File: src/rtl/rv_mem_pkg.sv
// Shared load/store types for the memory stage.
// funct3 encodings, FSM states, byte-enable type and lane helpers.
package rv_mem_pkg;

  localparam logic [2:0] F3_B  = 3'b000;
  localparam logic [2:0] F3_H  = 3'b001;
  localparam logic [2:0] F3_W  = 3'b010;
  localparam logic [2:0] F3_BU = 3'b100;
  localparam logic [2:0] F3_HU = 3'b101;

  typedef enum logic [1:0] {
    IDLE,
    REQ,
    RESP
  } mem_state_e;

  typedef logic [3:0] be_t;

  // sz is funct3[1:0]: 0 byte, 1 half, 2 word
  function automatic be_t be_for(
    input logic [1:0] sz,
    input logic [1:0] off
  );
    be_t be;
    case (sz)
      2'b00:   be = be_t'(4'b0001 << off);
      2'b01:   be = off[1] ? 4'b1100 : 4'b0011;
      default: be = 4'hF;
    endcase
    return be;
  endfunction

  function automatic logic [31:0] wdata_for(
    input logic [1:0]  sz,
    input logic [31:0] d
  );
    logic [31:0] w;
    case (sz)
      2'b00:   w = {4{d[7:0]}};
      2'b01:   w = {2{d[15:0]}};
      default: w = d;
    endcase
    return w;
  endfunction

endpackage

File: src/rtl/load_extend.sv
// Load data extraction: picks byte/half from a read word and extends it.
// Ports: off_i (addr[1:0]), funct3_i, rdata_i -> data_o (32-bit result).
module load_extend
  import rv_mem_pkg::*;
(
  input  logic [1:0]  off_i,
  input  logic [2:0]  funct3_i,
  input  logic [31:0] rdata_i,
  output logic [31:0] data_o
);

  logic [7:0]  byte_v;
  logic [15:0] half_v;

  always_comb begin
    byte_v = rdata_i[{off_i, 3'b000} +: 8];
    half_v = off_i[1] ? rdata_i[31:16] : rdata_i[15:0];
    unique case (funct3_i)
      F3_B:    data_o = {{24{byte_v[7]}}, byte_v};
      F3_H:    data_o = {{16{half_v[15]}}, half_v};
      F3_W:    data_o = rdata_i;
      F3_BU:   data_o = {24'b0, byte_v};
      F3_HU:   data_o = {16'b0, half_v};
      default: data_o = '0;
    endcase
  end

endmodule

File: src/rtl/mem_access_stage.sv
// M-stage load/store unit: req/gnt/rvalid bus master with load alignment.
// Ports: M-stage controls in, data bus out/in, ld_dataM, stallM, fault.
module mem_access_stage
  import rv_mem_pkg::*;
#(
  parameter int ADDR_W = 32
) (
  input  logic              i_clk,
  input  logic              i_rst,
  input  logic              i_validM,
  input  logic              i_flushM,
  input  logic              i_mem_rdM,
  input  logic              i_mem_wrM,
  input  logic [2:0]        i_funct3M,
  input  logic [31:0]       i_alu_dataM,
  input  logic [31:0]       i_rs2_dataM,
  output logic              o_mem_req,
  output logic              o_mem_we,
  output logic [ADDR_W-1:0] o_mem_addr,
  output logic [3:0]        o_mem_be,
  output logic [31:0]       o_mem_wdata,
  input  logic              i_mem_gnt,
  input  logic              i_mem_rvalid,
  input  logic [31:0]       i_mem_rdata,
  output logic [31:0]       o_ld_dataM,
  output logic              o_stallM,
  output logic              o_access_fault
);

  mem_state_e        state_q, state_d;
  logic [ADDR_W-1:0] addr_q;
  logic              we_q;
  be_t               be_q;
  logic [31:0]       wdata_q;
  logic [2:0]        f3_q;
  logic [1:0]        off_q;

  logic              start;
  logic              misal;
  logic              bad_f3;
  logic              fault;
  logic              issue;
  logic [ADDR_W-1:0] addr_c;
  be_t               be_c;
  logic [31:0]       wdata_c;
  logic [31:0]       ext;

  assign start = i_validM & ~i_flushM
               & (i_mem_rdM | i_mem_wrM);

  always_comb begin
    unique case (i_funct3M)
      F3_H, F3_HU: misal = i_alu_dataM[0];
      F3_W:        misal = |i_alu_dataM[1:0];
      default:     misal = 1'b0;
    endcase
  end

  assign bad_f3 = (i_funct3M[1:0] == 2'b11)
                | (i_funct3M == 3'b110)
                | (i_mem_wrM & i_funct3M[2]);
  assign fault  = misal | bad_f3;
  assign issue  = (state_q == IDLE) & start & ~fault;

  assign addr_c  = {i_alu_dataM[ADDR_W-1:2], 2'b00};
  assign be_c    = be_for(i_funct3M[1:0],
                          i_alu_dataM[1:0]);
  assign wdata_c = i_mem_wrM
                 ? wdata_for(i_funct3M[1:0], i_rs2_dataM)
                 : '0;

  load_extend u_ext (
    .off_i    (off_q),
    .funct3_i (f3_q),
    .rdata_i  (i_mem_rdata),
    .data_o   (ext)
  );

  always_comb begin
    state_d = state_q;
    unique case (state_q)
      IDLE: if (issue) state_d = i_mem_gnt ? RESP : REQ;
      REQ: begin
        // a grant in the flush cycle still wins
        if (i_mem_gnt)     state_d = RESP;
        else if (i_flushM) state_d = IDLE;
      end
      RESP: if (i_mem_rvalid) state_d = IDLE;
      default: state_d = IDLE;
    endcase
  end

  always_ff @(posedge i_clk or posedge i_rst) begin
    if (i_rst) begin
      state_q <= IDLE;
      addr_q  <= '0;
      we_q    <= 1'b0;
      be_q    <= '0;
      wdata_q <= '0;
      f3_q    <= '0;
      off_q   <= '0;
    end else begin
      state_q <= state_d;
      if (issue) begin
        addr_q  <= addr_c;
        we_q    <= i_mem_wrM;
        be_q    <= be_c;
        wdata_q <= wdata_c;
        f3_q    <= i_funct3M;
        off_q   <= i_alu_dataM[1:0];
      end
    end
  end

  // bus fields are only non-zero while a request is presented
  always_comb begin
    o_mem_req      = 1'b0;
    o_mem_we       = 1'b0;
    o_mem_addr     = '0;
    o_mem_be       = '0;
    o_mem_wdata    = '0;
    o_ld_dataM     = '0;
    o_stallM       = 1'b0;
    o_access_fault = 1'b0;
    if (!i_rst) begin
      unique case (state_q)
        IDLE: begin
          o_access_fault = start & fault;
          if (issue) begin
            o_mem_req   = 1'b1;
            o_mem_we    = i_mem_wrM;
            o_mem_addr  = addr_c;
            o_mem_be    = be_c;
            o_mem_wdata = wdata_c;
            o_stallM    = 1'b1;
          end
        end
        REQ: begin
          o_mem_req   = 1'b1;
          o_mem_we    = we_q;
          o_mem_addr  = addr_q;
          o_mem_be    = be_q;
          o_mem_wdata = wdata_q;
          o_stallM    = 1'b1;
        end
        RESP: begin
          o_stallM = ~i_mem_rvalid;
          if (i_mem_rvalid & ~we_q) o_ld_dataM = ext;
        end
        default: ;
      endcase
    end
  end

endmodule

File: config.mk
export PLATFORM = sky130hd
export DESIGN_NAME = mem_access_stage
export DESIGN_NICKNAME = d
export VERILOG_FILES = /design/src/rtl/rv_mem_pkg.sv /design/src/rtl/load_extend.sv /design/src/rtl/mem_access_stage.sv
export SDC_FILE = /design/constraint.sdc
export NUM_CORES = 1
export LEC_CHECK = 0
export ABC_AREA = 1
export BUFFER_PORTS_ARGS = -buffer_cell sky130_fd_sc_hd__buf_2
export CORE_ASPECT_RATIO = 0.6
export CORE_MARGIN = 5
export CORE_UTILIZATION = 49
export DETAILED_ROUTE_END_ITERATION = 7
export PLACE_DENSITY = 0.81
export SYNTH_ARGS = -nofsm -noshare
export SYNTH_HDL_FRONTEND = slang
export SYNTH_SLANG_ARGS = --single-unit
File: constraint.sdc
create_clock -name i_clk -period 3.1 [get_ports i_clk]
set_input_delay 0.155 -clock i_clk [delete_from_list [all_inputs] [get_ports i_clk]]
set_output_delay 0.155 -clock i_clk [all_outputs]
set_load 0.05 [all_outputs]
==> metrics.csv, run 1 <==
stage,metric,value,unit
setup_path,required,2.94,ns
grt,grt_pass1_wl,26600,µm
sta,setup_ws,0.463,ns
yosys,ys_ff_latch,74,
power_and_ir_drop,leakage,3.55,nW
setup_path,crit_fanout,25,
clock_tree,cts_buffers,9,
yosys,yosysTopAreaCell,dfrtp_1,
clock_tree,cts_resized,0,
hold_path,min_path_type,in -> reg,
cells_and_area,final_common_cell,nand2_1,
power_and_ir_drop,power_density,752,mW/mm²
cells_and_area,n_fill_cell,975,
die,die_w,143,µm
clock_tree,postCtsHoldBufs,0,
detailed_routing,vias,6038,
sta,slew_violations,0,
grt,grt_antenna_before_repair,0,
power_and_ir_drop,seq_power_share,33.3,%
sta,max_clock_freq,0.379,GHz
yosys,ys_seq_area_share,35.7,%
detailed_routing,antenna_left,0,
cells_and_area,diodes,0,
setup_path,cp_data_arrival_time,2.48,ns
power_and_ir_drop,power_frac_clock,22.8,%
die,ioPinCount,211,
sta,skew,0.00833,ns
detailed_routing,wire_per_inst,14.7,µm
yosys,synth_area_leaders,"dfrtp_1 (36%), nand2_1 (22%), nand3_1 (9.2%), a21oi_1 (6.0%), nor2_1 (5.2%)",
sta,slew_headroom,36.2,%
die,die_height,89.6,µm
grt,grtUsageMet2,37.3,%
grt,grt_use_met1,39.2,%
sta,fin_setup_tns,0,ns
yosys,syn_area_per_cell,6.29,µm²
sta,worst_pin_slew,0.957,ns
die,rows,29,
power_and_ir_drop,pwr-share-comb,43.9,%
power_and_ir_drop,swShare,44.7,%
setup_path,worst_setup_path_start_kind,flip-flop,
run_status,outcome,finished clean,
clock_tree,cts_tree,yes,
clock_tree,cts_setup_buffers,0,
grt,grt_usage,25.8,%
grt,grt_max_degree,75,
die,core_area,0.0105,mm²
clock_tree,clock-sinks,74,
power_and_ir_drop,irDropWorstVdd,0.472,mV
yosys,yosysWarnings,0,
sta,hold_viol_final,0,
cells_and_area,syn_to_final_growth,26.8,%
yosys,synth_cell_types,28,
clock_tree,clockBufferDepth,2,
yosys,syn-cell-area,0.00518,mm²
die,initial_core_util,49.6,%
sta,period_share,85.1,%
yosys,synth_top_area_share,35.7,%
setup_path,endpoint_kind,primary output,
placement,portBuffers,208,
yosys,synth_cells,824,
grt,overflow,0,
clock_tree,htreeDepth,3,
setup_path,critPathKind,reg -> out,
clock_tree,cts_root_buffer,clkbuf_16,
clock_tree,clk_latency,0.34,ns
detailed_routing,drt-initial-drc-count,549,
grt,met3_usage,5.56,%
cells_and_area,nNetsFinal,1104,
placement,gp_congestion,0.910,
sta,post-route-min-period,2.64,ns
sta,rsz0062_at_grt,no,
cells_and_area,drive_above_1_share,26.3,%
placement,dp_hpwl,12100,µm
die,die_area,0.0128,mm²
power_and_ir_drop,p_switching,0.00221,W
power_and_ir_drop,internal-power,0.00273,W
detailed_routing,drc,0,
flow_run,maxCapViolations,0,
sta,final-setup-viol-count,0,
detailed_routing,vias_per_cell,5.29,
detailed_routing,drt-pass1-iter-count,5,
clock_tree,cts.clk_slew.worst_paths,0.06,ns
cells_and_area,layout_common_cells,"nand2_1 (304), buf_2 (207), nand3_1 (95)",
detailed_routing,wirelength,16800,µm
grt,grt_pass1_vias,5298,
grt,top_usage_layer,met1,
placement,post-place-ws,0.755,ns
==> critical path: stages (launching register included) <==
cell and delay, ns:
dfrtp_1 0.42, inv_1 0.15, a21oi_1 0.08, nor3_1 0.14, nand2_1 0.49, inv_1 0.44, nand2_1 0.11, inv_1 0.06
buf_2 0.25
==> final cells by class <==
class                           count  area [µm²]  area share [%]
Clock inverter                      7         101            1.54
Tap cell                          139         174            2.65
Timing Repair Buffer              221        1170            17.8
Clock buffer                        9         225            3.43
Sequential cell                    74        1850            28.2
Multi-Input combinational cell    636        2840            43.2
Inverter                           55         210            3.20
==> flip-flops by register name, indices dropped and copies added, names as in the netlist <==
signal   flops
wdata_q     32
addr_q      30
be_q         4
f3_q         3
off_q        2
state_q      2
we_q         1
==> through the flow <==
stage | instances | utilization (%) | total power (W) | instance area [µm²] | hold slack, ns
floorplan | 825 | - | 0.00324 | 5190 | 0.297
global placement | 1125 | 59.7 | 0.00375 | 6240 | 0.412
detailed placement | 1125 | 59.7 | 0.00379 | 6240 | 0.419
CTS | 1141 | 62.8 | 0.00494 | 6570 | 0.0630
global route | 1141 | 62.8 | 0.00528 | 6570 | 0.0743
finish | 1141 | 62.8 | 0.00494 | 6570 | 0.0727
==> cell usage after synthesis, drive strengths merged <==
cell    instances
nand2         304
dfrtp          74
inv            54
a21oi          62
nand3          96
a22oi           1
a31oi          25
clkbuf         23
or2            24
nor3            5
o21ai          29
clkinv          1
nand3b          1
nor4            1
buf            37
nor2           78
conb            1
o211ai          8
==> logic make-up after synthesis <==
group | synth area share, %
other cells | 0.0724
compound gates | 13.2
flops | 35.7
simple gates | 41.3
buf+inv | 9.69
==> power by group through the flow <==
stage | logic, W | registers, W | clock network (W)
6_report | 0.00217 | 0.00164 | 0.00113
5_1_grt | 0.00241 | 0.00169 | 0.00118
4_1_cts | 0.00216 | 0.00164 | 0.00114
3_5_place_dp | 0.00215 | 0.00164 | 0
3_3_place_gp | 0.00212 | 0.00163 | 0
2_1_floorplan | 0.00167 | 0.00157 | 0
==> worst paths after layout <==
kind	from	endpoint	slack, ns	cells past startpoint
min in group asynchronous	i_rst	addr_q[26]	0.44	3
max in group asynchronous	i_rst	wdata_q[29]	2.02	3
max	f3_q[0]	o_ld_dataM[6]	0.46	8
min reg2reg	addr_q[11]	addr_q[11]	0.48	2
max reg2reg	state_q[1]	addr_q[19]	0.99	7
min	i_alu_dataM[11]	addr_q[11]	0.07	3
==> routing by layer <==
layer	up-vias	routed length (µm)
met5	-	0
met4	0	303
met3	26	1620
met2	312	7070
met1	2704	7800
li1	2996	-
(Power assumes the default switching activity.)
==> run 2, diff against run 1 <==
CELL_PAD_IN_SITES_DETAIL_PLACEMENT = 0   (was unset)
CELL_PAD_IN_SITES_GLOBAL_PLACEMENT = 1   (was unset)
CORE_UTILIZATION = 33   (was 49)
PLACE_DENSITY = unset   (was 0.81)
PLACE_DENSITY_LB_ADDON = 0.1   (was unset)
clock period = 2.95 ns   (was 3.1 ns; I/O delays follow)
==> metrics.csv, run 2 (synthesized netlist as in run 1, its figures left out) <==
stage,metric,value,unit,change
run_status,outcome,"finished, violations left",,
run_status,violations,negative hold slack,,
cells_and_area,syn_to_final_growth,29.0,%,
setup_path,r2r-end,f3_q[2],,
power_and_ir_drop,irDropWorstVdd,0.305,mV,-35%
clock_tree,clk_latency,0.34,ns,about the same
sta,slew_headroom,44.7,%,+8.5 points
grt,grt_usage,20.0,%,-5.8 points
power_and_ir_drop,power_density,780,mW/mm²,+3.7%
grt,grt_pass1_vias,5622,,+6.1%
setup_path,rr_startpoint,state_q[1],,
clock_tree,clock-sinks,74,,unchanged
sta,worst_pin_slew,0.823,ns,-0.134 ns
setup_path,crit_fanout,16,,-36%
cells_and_area,drive_above_1_share,26.6,%,+0.29 points
cells_and_area,nNetsFinal,1108,,+0.36%
clock_tree,htreeDepth,3,,unchanged
detailed_routing,vias_per_cell,4.87,,-7.9%
sta,final-setup-viol-count,0,,unchanged
placement,gp_congestion,0.784,,-14%
cells_and_area,n_fill_cell,1671,,+71%
sta,post-route-min-period,2.59,ns,
clock_tree,postCtsHoldBufs,0,,unchanged
sta,slew_violations,0,,unchanged
cells_and_area,regMostFlops,wdata_q,,
detailed_routing,drt-pass1-iter-count,5,,unchanged
die,initial_core_util,33.7,%,-16 points
detailed_routing,vias,5896,,-2.4%
die,die_w,172,µm,+20%
cells_and_area,largest_reg_flops,32,,unchanged
sta,fin_hold_ws,-0.00353,ns,-0.0763 ns
setup_path,cpPeakStageDelay,0.52,ns,+0.03 ns
detailed_routing,wire_per_inst,15.4,µm,+4.4%
setup_path,cp_data_arrival_time,2.44,ns,-0.04 ns
grt,grt_max_degree,71,,-5.3%
sta,max_clock_freq,0.386,GHz,
grt,grt_pass1_wl,29400,µm,+10%
cells_and_area,layout_common_cells,"nand2_1 (304), buf_2 (207), nand3_1 (95)",,
clock_tree,cts_tree,yes,,
sta,hold_viol_final,10,,+10
sta,skew,0.00266,ns,-0.00568 ns
flow_run,maxCapViolations,0,,unchanged
clock_tree,cts.clk_slew.worst_paths,0.06,ns,about the same
clock_tree,cts_root_buffer,clkbuf_16,,
clock_tree,cts_resized,0,,unchanged
detailed_routing,drt-initial-drc-count,394,,-28%
placement,dp_hpwl,13600,µm,+12%
detailed_routing,antenna_left,0,,unchanged
sta,rsz0062_at_grt,no,,
die,rows,35,,+21%
grt,grt_antenna_before_repair,0,,unchanged
setup_path,required,2.80,ns,-0.14 ns
setup_path,r2r_slack,1.15,ns,+0.16 ns
die,core_area,0.0154,mm²,+47%
setup_path,reg2reg_depth,7,,unchanged
detailed_routing,drc,0,,unchanged
placement,portBuffers,208,,unchanged
setup_path,cpMostUsedCell,nand2_1,,
grt,overflow,0,,unchanged
hold_path,min_path_type,in -> async,,
sta,fin_setup_tns,0,ns,unchanged
detailed_routing,wirelength,18600,µm,+11%
cells_and_area,final_common_cell,nand2_1,,
sta,period_share,87.7,%,
die,ioPinCount,211,,unchanged
setup_path,critPathKind,reg -> out,,
die,die_area,0.0184,mm²,+44%
clock_tree,cts_setup_buffers,0,,unchanged
cells_and_area,top_regs,"wdata_q (32), addr_q (30), be_q (4)",,
clock_tree,cts_buffers,9,,unchanged
power_and_ir_drop,finalPower,0.00521,W,+5.5%
power_and_ir_drop,leakage,3.58,nW,+0.87%
clock_tree,clockBufferDepth,2,,unchanged
setup_path,crit_slowest_cell,dfrtp_1,,
setup_path,worst_setup_path_start_kind,flip-flop,,
setup_path,cp_cell_sequence,inv_2 -> nand2_1 -> nand2_1 -> nand3_1 -> a31oi_1 -> buf_2,,
die,die_height,107,µm,+19%
setup_path,endpoint_kind,primary output,,
-- run 2: cell types whose count changed in the layout (fill, tap and decap cells not counted) --
cell,previous run,this run
clkinv_2,0,1
buf_4,12,16
inv_6,2,0
clkinv_4,1,3
inv_8,0,1
clkinvlp_4,3,1
diode_2,0,1
-- run 2: worst max path at each step --
stage / slack [ns] / startpoint / depth (start not counted) / to
after CTS: 0.37 / off_q[1] / 6 / o_ld_dataM[21]
after global routing: 0.13 / off_q[1] / 6 / o_ld_dataM[16]
after floorplan: 0.23 / i_rst / 5 / o_ld_dataM[11]
after detailed placement: 0.73 / i_mem_wrM / 7 / o_mem_addr[23]
after global placement: 0.74 / off_q[1] / 6 / o_ld_dataM[27]
final: 0.36 / off_q[1] / 6 / o_ld_dataM[21]
-- run 2: metal layers --
metal	wire length [µm]	up-vias	share of wire [%]	GRT usage [%]
met3	1310	15	7.0	4.79
met1	9580	2696	52	30.4
met4	159	0	0.85	3.70
met2	7550	184	41	28.8
li1	-	3001	-	-
met5	0	-	0	0
-- run 2: worst max-delay path, delay by kind of cell, from the launching register on --
kind	cells	cell delay, ns
and+or+nand+nor	3	0.66
buffers and inverters	2	0.57
DFF	1	0.52
AOI/OAI and AO/OA	1	0.35
-- run 2: cell type report --
cell class	instances	area, µm²	share of cell area [%]
multi-input combinational	636	2840	42.5
sequential	74	1850	27.7
timing repair buffer	225	1200	17.9
tap	203	254	3.80
clock buffer	9	225	3.37
inverter	55	210	3.15
clock inverter	7	103	1.54
antenna	1	2.50	0.0375
-- run 2: report_power, final --
group	switching (W)	total [W]	internal (W)	leakage, nW
Sequential	0.000260	0.00170	0.00144	0.952
Combinational	0.00160	0.00229	0.000692	2.47
Clock	0.000465	0.00121	0.000750	0.161
-- run 2: per-stage QoR --
| step | area [µm²] | util (%) | cells | setup WS (ns) |
|---|---|---|---|---|
| after detailed placement | 6350 | 41.3 | 1193 | 0.728 |
| after floorplan | 5190 | - | 825 | 0.230 |
| after global routing | 6680 | 43.4 | 1209 | 0.125 |
| after global placement | 6350 | 41.3 | 1193 | 0.736 |
| final | 6680 | 43.5 | 1210 | 0.363 |
| after CTS | 6680 | 43.4 | 1209 | 0.374 |
==> run 3, diff against run 2 <==
ABC_AREA = unset   (was 1)
CORE_MARGIN = 3   (was 5)
==> metrics.csv, run 3 <==
stage,metric,value,unit,change
die,die_height,98.6,µm,-7.9%
yosys,synth_top_family_by_area,simple AND/OR/NAND/NOR gates,,
setup_path,rr_startpoint,state_q[1],,
grt,grt_pass1_vias,5112,,-9.1%
cells_and_area,fin_cells,1018,,-16%
cells_and_area,final_common_cell,nand2_1,,
placement,gp_congestion,0.806,,+2.8%
placement,portBuffers,208,,unchanged
setup_path,crit_end,o_mem_addr[24],,
yosys,syn-cell-area,0.00472,mm²,-8.9%
yosys,synth.area.mux_share,7.72,%,+7.7 points
sta,rsz0062_at_grt,no,,
placement,dp_hpwl,12100,µm,-11%
setup_path,crit_fanout,26,,+10
die,ioPinCount,211,,unchanged
die,initial_core_util,34.1,%,+0.41 points
grt,grt_pass1_wl,26700,µm,-9.1%
grt,overflow,0,,unchanged
sta,worst_pin_slew,0.763,ns,-0.0596 ns
sta,slew_headroom,49.1,%,+4.4 points
yosys,syn_area_per_cell,7.48,µm²,+19%
yosys,synthAdderAreaFrac,0,%,unchanged
power_and_ir_drop,leakage,3.23,nW,-9.8%
yosys,synth_edf_count,0,,unchanged
detailed_routing,drt-pass1-iter-count,4,,-1
yosys,async_flop_share,100,%,unchanged
sta,post-route-min-period,2.79,ns,+0.198 ns
setup_path,critPathKind,reg -> out,,
cells_and_area,largest_reg_flops,32,,unchanged
setup_path,required,2.80,ns,about the same
cells_and_area,regMostFlops,wdata_q,,
yosys,synth_most_common_cell,nand2_1,,
yosys,ys_seq_area_share,39.2,%,+3.5 points
clock_tree,cts_buffers,9,,unchanged
yosys,synth_top_area_share,39.2,%,+3.5 points
setup_path,crit_start,state_q[1],,
detailed_routing,wire_per_inst,16.6,µm,+7.9%
yosys,yosysWarnings,0,,unchanged
die,die_area,0.0158,mm²,-14%
yosys,synth-compound-area-share,21.1,%,+7.9 points
die,rows,33,,-5.7%
power_and_ir_drop,irDropWorstVdd,0.250,mV,-18%
yosys,yosys_most_used_dff,dfrtp_1,,
yosys,synth_cell_types,44,,+57%
yosys,synthXorXnorAreaFrac,0,%,unchanged
sta,hold_viol_final,0,,-10
cells_and_area,syn_to_final_growth,34.3,%,
yosys,synth_cells,631,,-23%
clock_tree,cts_tree,yes,,
placement,place_inst,999,,-16%
die,core_area,0.0138,mm²,-10%
sta,fin_setup_tns,0,ns,unchanged
clock_tree,clk_latency,0.34,ns,about the same
yosys,synth_area_leaders,"dfrtp_1 (39%), nand2_1 (18%), a21oi_1 (8.7%), mux2i_1 (5.1%), a22o_1 (3.0%)",,
cells_and_area,top_regs,"wdata_q (32), addr_q (30), be_q (4)",,
placement,post-place-ws,0.415,ns,-0.313 ns
setup_path,r2r-end,wdata_q[31],,
detailed_routing,vias,5178,,-12%
grt,grt_usage,20.7,%,+0.76 points
clock_tree,cts.clk_slew.worst_paths,0.07,ns,about the same
cells_and_area,diodes,0,,-1
grt,grt_antenna_before_repair,0,,unchanged
detailed_routing,wirelength,16900,µm,-9.2%
yosys,ys_ff_latch,74,,unchanged
setup_path,endpoint_kind,primary output,,
sta,slew_violations,0,,unchanged
clock_tree,cts_root_buffer,clkbuf_16,,
yosys,synth_top_cells_by_count,"nand2_1 (231), a21oi_1 (82), dfrtp_1 (74)",,
grt,grt_max_degree,49,,-31%
sta,fin_hold_ws,0.0220,ns,+0.0256 ns
setup_path,worst_setup_path_start_kind,flip-flop,,
yosys,synth_simple_gate_area_share,27.0,%,-14 points
setup_path,r2r_slack,0.77,ns,-0.38 ns
sta,setup_ws,0.165,ns,-0.198 ns
cells_and_area,nNetsFinal,928,,-16%
sta,final-setup-viol-count,0,,unchanged
cells_and_area,n_fill_cell,1432,,-14%
flow_run,maxCapViolations,0,,unchanged
run_status,outcome,finished clean,,
clock_tree,clockBufferDepth,2,,unchanged
cells_and_area,fin_util,45.8,%,+2.3 points
setup_path,cp_data_arrival_time,2.64,ns,+0.20 ns
yosys,yosysTopAreaCell,dfrtp_1,,
cells_and_area,drive_above_1_share,31.6,%,+5.0 points
cells_and_area,layout_common_cells,"nand2_1 (231), buf_2 (204), a21oi_1 (82)",,
power_and_ir_drop,power_density,544,mW/mm²,-30%
detailed_routing,drt-initial-drc-count,251,,-36%
detailed_routing,antenna_left,0,,unchanged
hold_path,min_path_type,in -> reg,,
setup_path,reg2reg_depth,4,,-3
die,die_w,160,µm,-6.6%
sta,max_clock_freq,0.359,GHz,-7.1%
detailed_routing,drc,0,,unchanged
clock_tree,clock-sinks,74,,unchanged
sta,period_share,94.4,%,+6.7 points
detailed_routing,vias_per_cell,5.09,,+4.4%
sta,skew,0.0109,ns,+0.00823 ns
clock_tree,htreeDepth,3,,unchanged
## run 3: worst min path at each step
| stage | start | endpoint | slack [ns] | depth (start not counted) |
|---|---|---|---|---|
| 2_1_floorplan | i_mem_gnt | state_q[0] | 0.22 | 1 |
| 3_3_place_gp | i_rst | wdata_q[0] | 0.32 | 2 |
| 3_5_place_dp | i_rst | wdata_q[29] | 0.32 | 2 |
| 4_1_cts | i_alu_dataM[30] | addr_q[30] | 0.007 | 3 |
| 5_1_grt | i_alu_dataM[22] | addr_q[22] | 0.02 | 3 |
| 6_report | i_alu_dataM[30] | addr_q[30] | 0.02 | 3 |
## run 3: routing by layer
| layer | GRT usage, % | wire, µm |
|---|---|---|
| met3 | 5.33 | 1080 |
| met4 | 4.47 | 115 |
| met5 | 0 | 0 |
| met1 | 29.7 | 8360 |
| met2 | 31.7 | 7330 |
## run 3: logic make-up (layout without fill, tap and decap cells)
logic type,Yosys count,in the layout
simple gates,303,303
flops,74,74
buf+inv,52,245
compound gates,167,168
other cells,1,2
mux,34,34
## run 3: through the flow
step                area [µm²]  total power, W
CTS                       6320         0.00347
detailed placement        6000         0.00235
global route              6330         0.00367
finish                    6330         0.00344
floorplan                 4720         0.00206
global placement          6000         0.00233
## run 3: final cells by class
class / count / area [µm²] / area share, %
well taps: 192 / 240 / 3.79
repair buffers: 226 / 1250 / 19.8
multi-input cells: 507 / 2680 / 42.3
flip-flops and latches: 74 / 1850 / 29.2
clock inverters: 6 / 65.1 / 1.03
inverters: 3 / 12.5 / 0.198
clock buffers: 10 / 229 / 3.61
## run 3: critical path, cell delays in order, from the launching register on
cell,delay (ns)
dfrtp_1,0.44
or4b_4,0.61
a211oi_4,0.26
buf_4,0.34
nand2_1,0.12
a21oi_1,0.22
buf_2,0.31
## run 3: repair_timing
item,CTS,global route
buffers inserted,0,0
endpoints found under the hold margin,35,0
hold buffers,2,0
gates resized for setup,0,1
endpoints found under the setup margin,0,33
## run 3: report_power, final
group          leakage (nW)  internal, W  switching, W
clock                 0.143     0.000657      0.000441
combinational          2.14     0.000353      0.000565
sequential            0.953      0.00125      0.000177
